==> src/rtl/servant_ram_arb_if.sv <==
// servant_ram_arb_if: one Wishbone-classic port (master drives request, slave returns ack/rdt).
// Latency: none, this is a signal bundle only.
// Backpressure: the master holds cyc until it sees ack; the slave acks once per accepted access.
interface servant_ram_arb_if #(
  parameter int adr_w = 6,
  parameter int dw    = 32
);
  logic [adr_w-1:0] adr;
  logic [dw-1:0]    dat;
  logic [dw/8-1:0]  sel;
  logic             we;
  logic             cyc;
  logic             ack;
  logic [dw-1:0]    rdt;

  modport master (output adr, dat, sel, we, cyc, input ack, rdt);
  modport slave  (input adr, dat, sel, we, cyc, output ack, rdt);
endinterface

==> src/rtl/servant_ram_arb.sv <==
// servant_ram_arb: two Wishbone-classic slave ports sharing one byte-enabled single-port RAM.
// Latency: ack appears rd_lat cycles after the accepting edge; one access per rd_lat+1 cycles.
// Backpressure: requests are sampled only in IDLE; the losing port simply keeps cyc high and waits.
// Optional feature macro: SERVANT_RAM_PARITY_EN (per-byte even parity, drives o_par_err).
module servant_ram_arb #(
  parameter int depth   = 256,
  parameter int dw      = 32,
  parameter int aw      = $clog2(depth),
  parameter     memfile = "",
  parameter int rd_lat  = 1,
  parameter int rr      = 1
) (
  input  logic             i_wb_clk,
  input  logic             i_rst_n,
  servant_ram_arb_if.slave wb0,
  servant_ram_arb_if.slave wb1,
  output logic             o_par_err
);
  localparam int nb    = dw / 8;
  localparam int ww    = aw - $clog2(nb);
  localparam int words = 1 << ww;

  typedef enum logic [1:0] {IDLE, WAIT, ACK} state_t;

  state_t        state_q, state_d;
  logic          gnt_q, gnt_d;
  logic          last_q, last_d;
  logic [dw-1:0] rdt_q, rdt_d;
  logic [dw-1:0] stage_q;
  logic [dw-1:0] mem_q [words];

  logic          win;
  logic          acc;
  logic [ww-1:0] m_adr;
  logic [dw-1:0] m_dat;
  logic [nb-1:0] m_sel;
  logic          m_we;

  // Pick the winner and steer its request onto the RAM; acc marks the accepting edge.
  always_comb begin
    win = 1'b0;
    if (wb0.cyc && wb1.cyc) begin
      win = (rr != 0) ? ~last_q : 1'b0;
    end else begin
      win = ~wb0.cyc;
    end
    acc   = i_rst_n && (state_q == IDLE) && (wb0.cyc || wb1.cyc);
    m_adr = win ? wb1.adr : wb0.adr;
    m_dat = win ? wb1.dat : wb0.dat;
    m_sel = win ? wb1.sel : wb0.sel;
    m_we  = win ? wb1.we  : wb0.we;
  end

  // Next state, grant and round-robin pointer; the pointer follows every grant.
  always_comb begin
    state_d = state_q;
    gnt_d   = gnt_q;
    last_d  = last_q;
    unique case (state_q)
      IDLE: begin
        if (acc) begin
          gnt_d   = win;
          last_d  = win;
          state_d = (rd_lat == 2) ? WAIT : ACK;
        end
      end
      WAIT:    state_d = ACK;
      ACK:     state_d = IDLE;
      default: state_d = IDLE;
    endcase
  end

  // Shared read register: loads at accept (rd_lat 1) or in WAIT (rd_lat 2), holds otherwise.
  always_comb begin
    rdt_d = rdt_q;
    if (rd_lat == 1) begin
      if (acc) rdt_d = mem_q[m_adr];
    end else if (state_q == WAIT) begin
      rdt_d = stage_q;
    end
  end

  // Control registers; last starts at 1 so port 0 takes the first tie after reset.
  always_ff @(posedge i_wb_clk or negedge i_rst_n) begin
    if (!i_rst_n) begin
      state_q <= IDLE;
      gnt_q   <= 1'b0;
      last_q  <= 1'b1;
      rdt_q   <= '0;
    end else begin
      state_q <= state_d;
      gnt_q   <= gnt_d;
      last_q  <= last_d;
      rdt_q   <= rdt_d;
    end
  end

  // RAM array: read-before-write, byte-enabled write at the accepting edge, never reset.
  always_ff @(posedge i_wb_clk) begin
    if (acc) begin
      stage_q <= mem_q[m_adr];
      if (m_we) begin
        for (int b = 0; b < nb; b++) begin
          if (m_sel[b]) mem_q[m_adr][8*b +: 8] <= m_dat[8*b +: 8];
        end
      end
    end
  end

  assign wb0.ack = (state_q == ACK) && !gnt_q;
  assign wb1.ack = (state_q == ACK) &&  gnt_q;
  assign wb0.rdt = rdt_q;
  assign wb1.rdt = rdt_q;

`ifdef SERVANT_RAM_PARITY_EN
  logic [nb-1:0] par_q [words];
  logic [nb-1:0] pchk_q;
  logic          rd_acc_q;
  logic [nb-1:0] par_now;

  // RAM image and its parity: zeroed contents.
  initial begin
    for (int i = 0; i < words; i++) mem_q[i] = '0;
    for (int i = 0; i < words; i++)
      for (int b = 0; b < nb; b++) par_q[i][b] = ^mem_q[i][8*b +: 8];
  end

  // Parity side array tracks every enabled byte write.
  always_ff @(posedge i_wb_clk) begin
    if (acc && m_we) begin
      for (int b = 0; b < nb; b++) begin
        if (m_sel[b]) par_q[m_adr][b] <= ^m_dat[8*b +: 8];
      end
    end
  end

  // Remember stored parity of the accessed word and whether it was a read.
  always_ff @(posedge i_wb_clk or negedge i_rst_n) begin
    if (!i_rst_n) begin
      pchk_q   <= '0;
      rd_acc_q <= 1'b0;
    end else if (acc) begin
      pchk_q   <= par_q[m_adr];
      rd_acc_q <= !m_we;
    end
  end

  // Recompute parity over the returned word during the ack cycle.
  always_comb begin
    par_now = '0;
    for (int b = 0; b < nb; b++) par_now[b] = ^rdt_q[8*b +: 8];
  end

  assign o_par_err = (state_q == ACK) && rd_acc_q && (par_now != pchk_q);
`else
  assign o_par_err = 1'b0;
`endif
endmodule
==> src/flat_wrapper.sv <==
// flat-port wrapper written by rule: the top's interface ports become plain ports
module servant_ram_arb_flat 
#(
  parameter int depth   = 256,
  parameter int dw      = 32,
  parameter int aw      = $clog2(depth),
  parameter     memfile = "",
  parameter int rd_lat  = 1,
  parameter int rr      = 1
)
  (i_wb_clk, i_rst_n, o_par_err, wb0_adr, wb0_dat, wb0_sel, wb0_we, wb0_cyc, wb0_ack, wb0_rdt, wb1_adr, wb1_dat, wb1_sel, wb1_we, wb1_cyc, wb1_ack, wb1_rdt);
  servant_ram_arb_if #(.dw(dw)) wb0_i ();
  servant_ram_arb_if #(.dw(dw)) wb1_i ();
  input  logic i_wb_clk;
  input  logic i_rst_n;
  output logic o_par_err;
  input wire logic [$bits(wb0_i.adr)-1:0] wb0_adr;
  input wire logic [$bits(wb0_i.dat)-1:0] wb0_dat;
  input wire logic [$bits(wb0_i.sel)-1:0] wb0_sel;
  input wire logic [$bits(wb0_i.we)-1:0] wb0_we;
  input wire logic [$bits(wb0_i.cyc)-1:0] wb0_cyc;
  output wire logic [$bits(wb0_i.ack)-1:0] wb0_ack;
  output wire logic [$bits(wb0_i.rdt)-1:0] wb0_rdt;
  input wire logic [$bits(wb1_i.adr)-1:0] wb1_adr;
  input wire logic [$bits(wb1_i.dat)-1:0] wb1_dat;
  input wire logic [$bits(wb1_i.sel)-1:0] wb1_sel;
  input wire logic [$bits(wb1_i.we)-1:0] wb1_we;
  input wire logic [$bits(wb1_i.cyc)-1:0] wb1_cyc;
  output wire logic [$bits(wb1_i.ack)-1:0] wb1_ack;
  output wire logic [$bits(wb1_i.rdt)-1:0] wb1_rdt;
  assign wb0_i.adr = wb0_adr;
  assign wb0_i.dat = wb0_dat;
  assign wb0_i.sel = wb0_sel;
  assign wb0_i.we = wb0_we;
  assign wb0_i.cyc = wb0_cyc;
  assign wb0_ack = wb0_i.ack;
  assign wb0_rdt = wb0_i.rdt;
  assign wb1_i.adr = wb1_adr;
  assign wb1_i.dat = wb1_dat;
  assign wb1_i.sel = wb1_sel;
  assign wb1_i.we = wb1_we;
  assign wb1_i.cyc = wb1_cyc;
  assign wb1_ack = wb1_i.ack;
  assign wb1_rdt = wb1_i.rdt;
  servant_ram_arb #(.depth(depth), .dw(dw), .aw(aw), .memfile(memfile), .rd_lat(rd_lat), .rr(rr)) u_core (.i_wb_clk(i_wb_clk), .i_rst_n(i_rst_n), .wb0(wb0_i), .wb1(wb1_i), .o_par_err(o_par_err));
endmodule
==> config.mk <==
export PLATFORM = sky130hd
export DESIGN_NAME = servant_ram_arb_flat
export DESIGN_NICKNAME = d
export VERILOG_FILES = /design/src/rtl/servant_ram_arb_if.sv /design/src/rtl/servant_ram_arb.sv /design/src/flat_wrapper.sv
export SDC_FILE = /design/constraint.sdc
export NUM_CORES = 2
export LEC_CHECK = 0
export CAP_MARGIN = 25
export CORE_ASPECT_RATIO = 1.1
export CORE_MARGIN = 2
export CORE_UTILIZATION = 37
export CTS_CLUSTER_SIZE = 30
export DETAILED_ROUTE_END_ITERATION = 7
export PLACE_DENSITY = 0.5
export RECOVER_POWER = 25
export SYNTH_ARGS = -nofsm -noshare
export SYNTH_HDL_FRONTEND = slang
export SYNTH_SLANG_ARGS = --single-unit
==> constraint.sdc <==
create_clock -name i_wb_clk -period 5.1 [get_ports i_wb_clk]
set_clock_uncertainty 0.15 [all_clocks]
set_input_delay 0.765 -clock i_wb_clk [delete_from_list [all_inputs] [get_ports i_wb_clk]]
set_output_delay 0.765 -clock i_wb_clk [all_outputs]
set_load 0.1 [all_outputs]
Yosys cells after proc, flatten, opt, wreduce, memory -nomap -nowiden:

Memory sizes are Yosys's and may differ from the RTL's. A register that Yosys moved wholly into a read port is not among the register bits.
Cells that the tools add are included.

* register bits: 4
* bits in writable memories: 2048
* bits of input ports: 90
* output and inout bits: 67
* logic and storage cells: 42
* memories: 1

Memories
* u_core.mem_q: depth 64, bits a word 32, read ports 1, clocked after memory_dff 1, wr ports 1, line servant_ram_arb.sv:30 `logic [dw-1:0] mem_q [words];`

* equal/unequal tests: 3
* multiplexer cells: 23
* bitwise logic cells: 2
* reductions and logical operators: 10

Operator list (number)
* 32-bit two-way mux: 1
* 1-bit two-way mux: 18
* 6-bit two-way mux: 1
* 1-bit logical AND: 5
* 4-bit two-way mux: 1
* 2-bit case mux with 2 select lines: 1
* 2-bit by 1-bit == test with 1-bit output (second input constant): 1
* 2-bit == test (second input constant): 1
* 1-bit logical NOT: 2
* 2-bit logical NOT: 1
* 2-bit two-way mux: 1
* 2-bit by 1-bit inequality test with 1-bit output (second input constant): 1
* 1-bit inverter: 2
* 2-bit AND reduction: 1
* 1-bit logical OR: 1

Longest topological paths before layout:

* word-level depth: 7
* mapped depth: 14
* depth with buffers taken out: 8

Worst setup path after synthesis:

No wires, ideal clock.

* path kind: input port to flip-flop
* from: in wb1_cyc
* to: mem u_core.mem_q[27][10], enable pin
* setup time: 0.383 ns
* data arrival time: 2.880 ns
* required time: 4.567 ns
* setup slack: 1.686 ns
* stages: 10
* path buffers: 5
* cell sequence: nand2b_1 buf_6 buf_6 nand3_1 nand2_1 o21ai_1 clkbuf_1 clkbuf_1 clkbuf_1 nor3_1

* cells in the longest elaborated chain, start to end: 7
* elaborated cells on any way between the ends: 11
* those cells by class: 8 x mux; 3 x reduce/logical

Ends and longest elaborated chain
* start, declared: line flat_wrapper.sv:28 `input wire logic [$bits(wb1_i.cyc)-1:0] wb1_cyc;`
* 1-bit logical AND: line servant_ram_arb.sv:42 `if (wb0.cyc && wb1.cyc) begin`
* 1-bit two-way mux: line servant_ram_arb.sv:42
* 4-bit two-way mux: line servant_ram_arb.sv:50 `m_sel = win ? wb1.sel : wb0.sel;`
* 1-bit two-way mux: line servant_ram_arb.sv:104 `if (m_sel[b]) mem_q[m_adr][8*b +: 8] <= m_dat[8*b +: 8];`
* 1-bit two-way mux: line servant_ram_arb.sv:102 `if (m_we) begin`
* 1-bit two-way mux: line servant_ram_arb.sv:100 `if (acc) begin`
* 1-bit two-way mux (not written as such): line servant_ram_arb.sv:104
* end, declared: line servant_ram_arb.sv:30

Parallel ways exist; a longest one is shown, timed or not.

Worst setup path after layout:

* from: in wb0_cyc
* to: mem u_core.mem_q[47][26] (data pin)

* cells in the longest elaborated chain, start to end: 3
* elaborated cells on any way between the ends: 4
* those cells by class: 2 x mux; 1 x bitwise; 1 x reduce/logical

Ends and longest elaborated chain
* start, declared: line flat_wrapper.sv:21 `input wire logic [$bits(wb0_i.cyc)-1:0] wb0_cyc;`
* 1-bit logical AND or 1-bit inverter (tied branches): line servant_ram_arb.sv:42, servant_ram_arb.sv:45
* 1-bit two-way mux *: line servant_ram_arb.sv:42
* 32-bit two-way mux *: line servant_ram_arb.sv:49 `m_dat = win ? wb1.dat : wb0.dat;`
* named net u_core.m_dat[26]: line servant_ram_arb.sv:35 `logic [dw-1:0] m_dat;`

The timed path passes the listed nets; every way through them passes the cells marked *.

==> out/metrics.csv <==
stage;metric;value;unit
worst_setup_path;CP Max Fanout;42;
global_routing;met3 Usage GRT;3.392;%
synth;Cell Area, Synth;0.07999;mm^2
run_status;outcome;complete, but fails checks;
power_and_ir_drop;power per cell area;414.9;mW/mm^2
synth;Yosys warnings;0;
clock_tree;total CTS buffers;215;
job;max-cap violations;2;
sta;highest clock rate;219.3;MHz
finish;Syn-to-layout area delta;18.39;%
place;Setup WS pre-CTS;0.2133;ns
die;area of the core;0.2157;mm^2
finish;FILL cells;19290;
synth;Post-synth EDFFs;2048;
die;Core Rows;179;
clock_tree;CTS tree;done;
sta;Tmin final;4.560;ns
worst_setup_path;critical path launch point type;input port;
power_and_ir_drop;Int Power;28.96;mW
power_and_ir_drop;leak pwr;30.84;nW
clock_tree;Clock Pin Slew Worst Setup and Hold Paths;0.06;ns
global_routing;overall routing resource usage;23.87;%
global_routing;met2 Use GR;39.37;%
clock_tree;Setup Buffers After CTS;0;
clock_tree;cts hold-fix bufs;1;
clock_tree;CTS H-tree lvls;4;
die;DIE HEIGHT;491.7;um
global_routing;vias in the first global route;48600;
worst_setup_path;Critical Path RT;5.55;ns
detailed_routing;Remaining DRCs;0;
clock_tree;post-CTS sizing;0;
global_routing;GRT overflow;0;
global_routing;global-route wire length before repair;375300;um
die;initial core utilization;37.09;%
detailed_routing;Routed Antenna Nets;0;
power_and_ir_drop;worst IR drop on VDD;0.4042;mV
place;DP Wirelength;174300;um
synth;Syn Area/Cell;15.49;um^2
synth;Mapped Nets;5254;
power_and_ir_drop;total power;39.30;mW
synth;synth unique cells;64;
power_and_ir_drop;Sequential Power Share;49.5;%
synth;synthesized netlist cell count;5164;
die;full die area;0.2199;mm^2
place;port buffer count;155;
clock_tree;worst skew pair latency;0.86;ns
sta;fin worst setup slack;0.5403;ns
sta;RSZ-0062 raised after global routing;false;
hold_path;Hold Path Class;reg2reg;
die;Ports;157;
finish;commonest non-fill, non-tap cells in the layout;2048 x edfxtp_1, 802 x nand2_1, 448 x buf_4;
sta;Slew Limit Fails;62;
finish;share of cells above drive strength 1;15.44;%
worst_setup_path;Worst EP arrival;5.01;ns
power_and_ir_drop;Gate power share;11.6;%
finish;utilization after layout;43.91;%
power_and_ir_drop;Clk pwr share;39.0;%
synth;post-synthesis sequential area ratio;77.98;%
detailed_routing;routed len/inst;30.43;um
clock_tree;clk buf depth;3;
worst_setup_path;Setup crit end kind;flop;
sta;Final Hold Viols;0;
global_routing;met1 usage;32.46;%
power_and_ir_drop;Sw Pwr;10.34;mW
run_status;failing checks;capacitance limit, slew limit;
detailed_routing;drt pass-1 iters;6;
sta;worst-margin pin slew;3.825;ns
clock_tree;clk root buf;clkbuf_16;
place;GPL Wtd Cong;0.8525;
sta;Slew headroom;-155.0;%
die;die width;447.3;um
finish;nets;5754;
detailed_routing;final WL;266300;um
place;dpl cell area;0.08790;mm^2
clock_tree;clock tree sinks;2083;
sta;Tcrit/Tclk final;89.41;%
synth;main flop type after synthesis;edfxtp_1;
detailed_routing;vias per cell;5.675;
global_routing;initial antenna violation count;13;
detailed_routing;initial DRC count;5642;
synth;FF+latch count, synth;2083;
global_routing;Most Crowded Layer GR;met2;
worst_setup_path;Setup CP Type;in2reg;
finish;commonest non-fill, non-tap cell in the layout;edfxtp_1;
sta;endpoints failing setup;0;
global_routing;pin count of the biggest net entering global routing;65;
finish;design area;0.09471;mm^2
synth;post-synthesis async set-or-reset flop share;1.680;%
power_and_ir_drop;Net Sw Frac;26.30;%
detailed_routing;DR vias;49670;
cell families after synthesis:
kind of cell	share of synthesized area (%)
other	0.004688
DFF	77.98
muxes	0.8493
buffers and inverters	2.370
AOI/OAI and AO/OA	10.46
and+or+nand+nor	8.340
cells in the mapped netlist (4+ instances only):
cell / number / share of area (%)
dfrtp_1: 34 / 1.1
nand4_1: 14 / 0.11
a221oi_1: 83 / 0.91
o32a_1: 7 / 0.088
mux2i_1: 6 / 0.075
and3_1: 138 / 1.1
nor4_1: 24 / 0.19
o211ai_1: 6 / 0.056
clkbuf_1: 124 / 0.58
nand3_1: 163 / 1.0
o21ai_0: 69 / 0.43
buf_4: 55 / 0.52
and2_1: 9 / 0.070
a311oi_1: 121 / 1.3
a211oi_1: 60 / 0.56
edfxtp_1: 2048 / 77
a31oi_1: 121 / 0.95
a31o_2: 6 / 0.066
nand2b_1: 5 / 0.039
a21boi_0: 13 / 0.12
a221oi_2: 4 / 0.075
a22o_1: 85 / 0.93
nor2_1: 260 / 1.2
nand2_1: 826 / 3.9
o21a_1: 16 / 0.15
or4_1: 14 / 0.13
mux4_2: 27 / 0.76
or2_1: 4 / 0.031
a211o_1: 4 / 0.044
nor3_1: 52 / 0.33
a41oi_1: 7 / 0.077
o21ai_1: 4 / 0.025
buf_1: 36 / 0.17
inv_1: 5 / 0.023
and4_1: 6 / 0.066
a21oi_1: 97 / 0.61
buf_2: 162 / 1.0
buf_6: 4 / 0.056
a2111oi_0: 18 / 0.20
a22oi_1: 389 / 3.7
power groups by stage:
stage               Combinational (mW)  Clock (mW)  Sequential [mW]
floorplan                         2.22           0             20.1
global placement                  4.53           0             19.8
detailed placement                4.55           0             19.8
CTS                               4.56        15.5             19.5
global route                      4.74        16.1             19.4
finish                            4.54        15.3             19.4
metal layers:
metal	part of all wire [%]	vias to the layer above
met3	5.9	369
met2	49	1889
met4	3.5	4
met1	42	26030
li1	-	21380
met5	0.010	-
path summary, 6_finish.rpt:
path                               start              endpoint  slack, ns  depth (start not counted)
min reg2reg                u_core.last_q         u_core.last_q       0.37                          2
max                              wb0_cyc  u_core.mem_q[47][26]       0.54                          7
max in group asynchronous        i_rst_n     u_core.wb0.rdt[9]       0.75                          3
min                        u_core.last_q         u_core.last_q       0.37                          2
max reg2reg                u_core.last_q    u_core.wb0.rdt[15]       0.87                         11
min in group asynchronous        i_rst_n     u_core.state_q[1]       1.86                          3
metrics by stage:
step | setup TNS (ns) | hold WS [ns] | instances
floorplan | 0 | 0.3194 | 5164
global placement | -0.6822 | 0.3738 | 8336
detailed placement | 0 | 0.3730 | 8339
CTS | 0 | 0.3814 | 8742
global route | 0 | 0.3926 | 8749
finish | 0 | 0.3744 | 8752
layout make-up:
cell class | instances | area [um^2] | area share, %
multi-input combinational | 2693 | 15990 | 16.88
timing repair buffer | 664 | 5857 | 6.184
tap | 2896 | 3623 | 3.826
antenna | 7 | 17.52 | 0.01850
clock buffer | 292 | 5873 | 6.201
sequential | 2083 | 62380 | 65.86
inverter | 7 | 26.28 | 0.02774
clock inverter | 110 | 943.4 | 0.9961
flip-flops by register name, summed over array words and instances, names as in the netlist:
register,cells
u_core.mem_q,2048
u_core.state_q,1
u_core.gnt_q,1
u_core.last_q,1
u_core.wb0.rdt,32
critical path, stage by stage:
cell,delay (ns)
dlygate4sd3_1,0.78
inv_1,0.34
nor2_4,0.38
clkbuf_1,1.10
nand2_1,0.12
nand2_1,0.89
buf_4,0.56
Power figures use the tool's default switching activity.
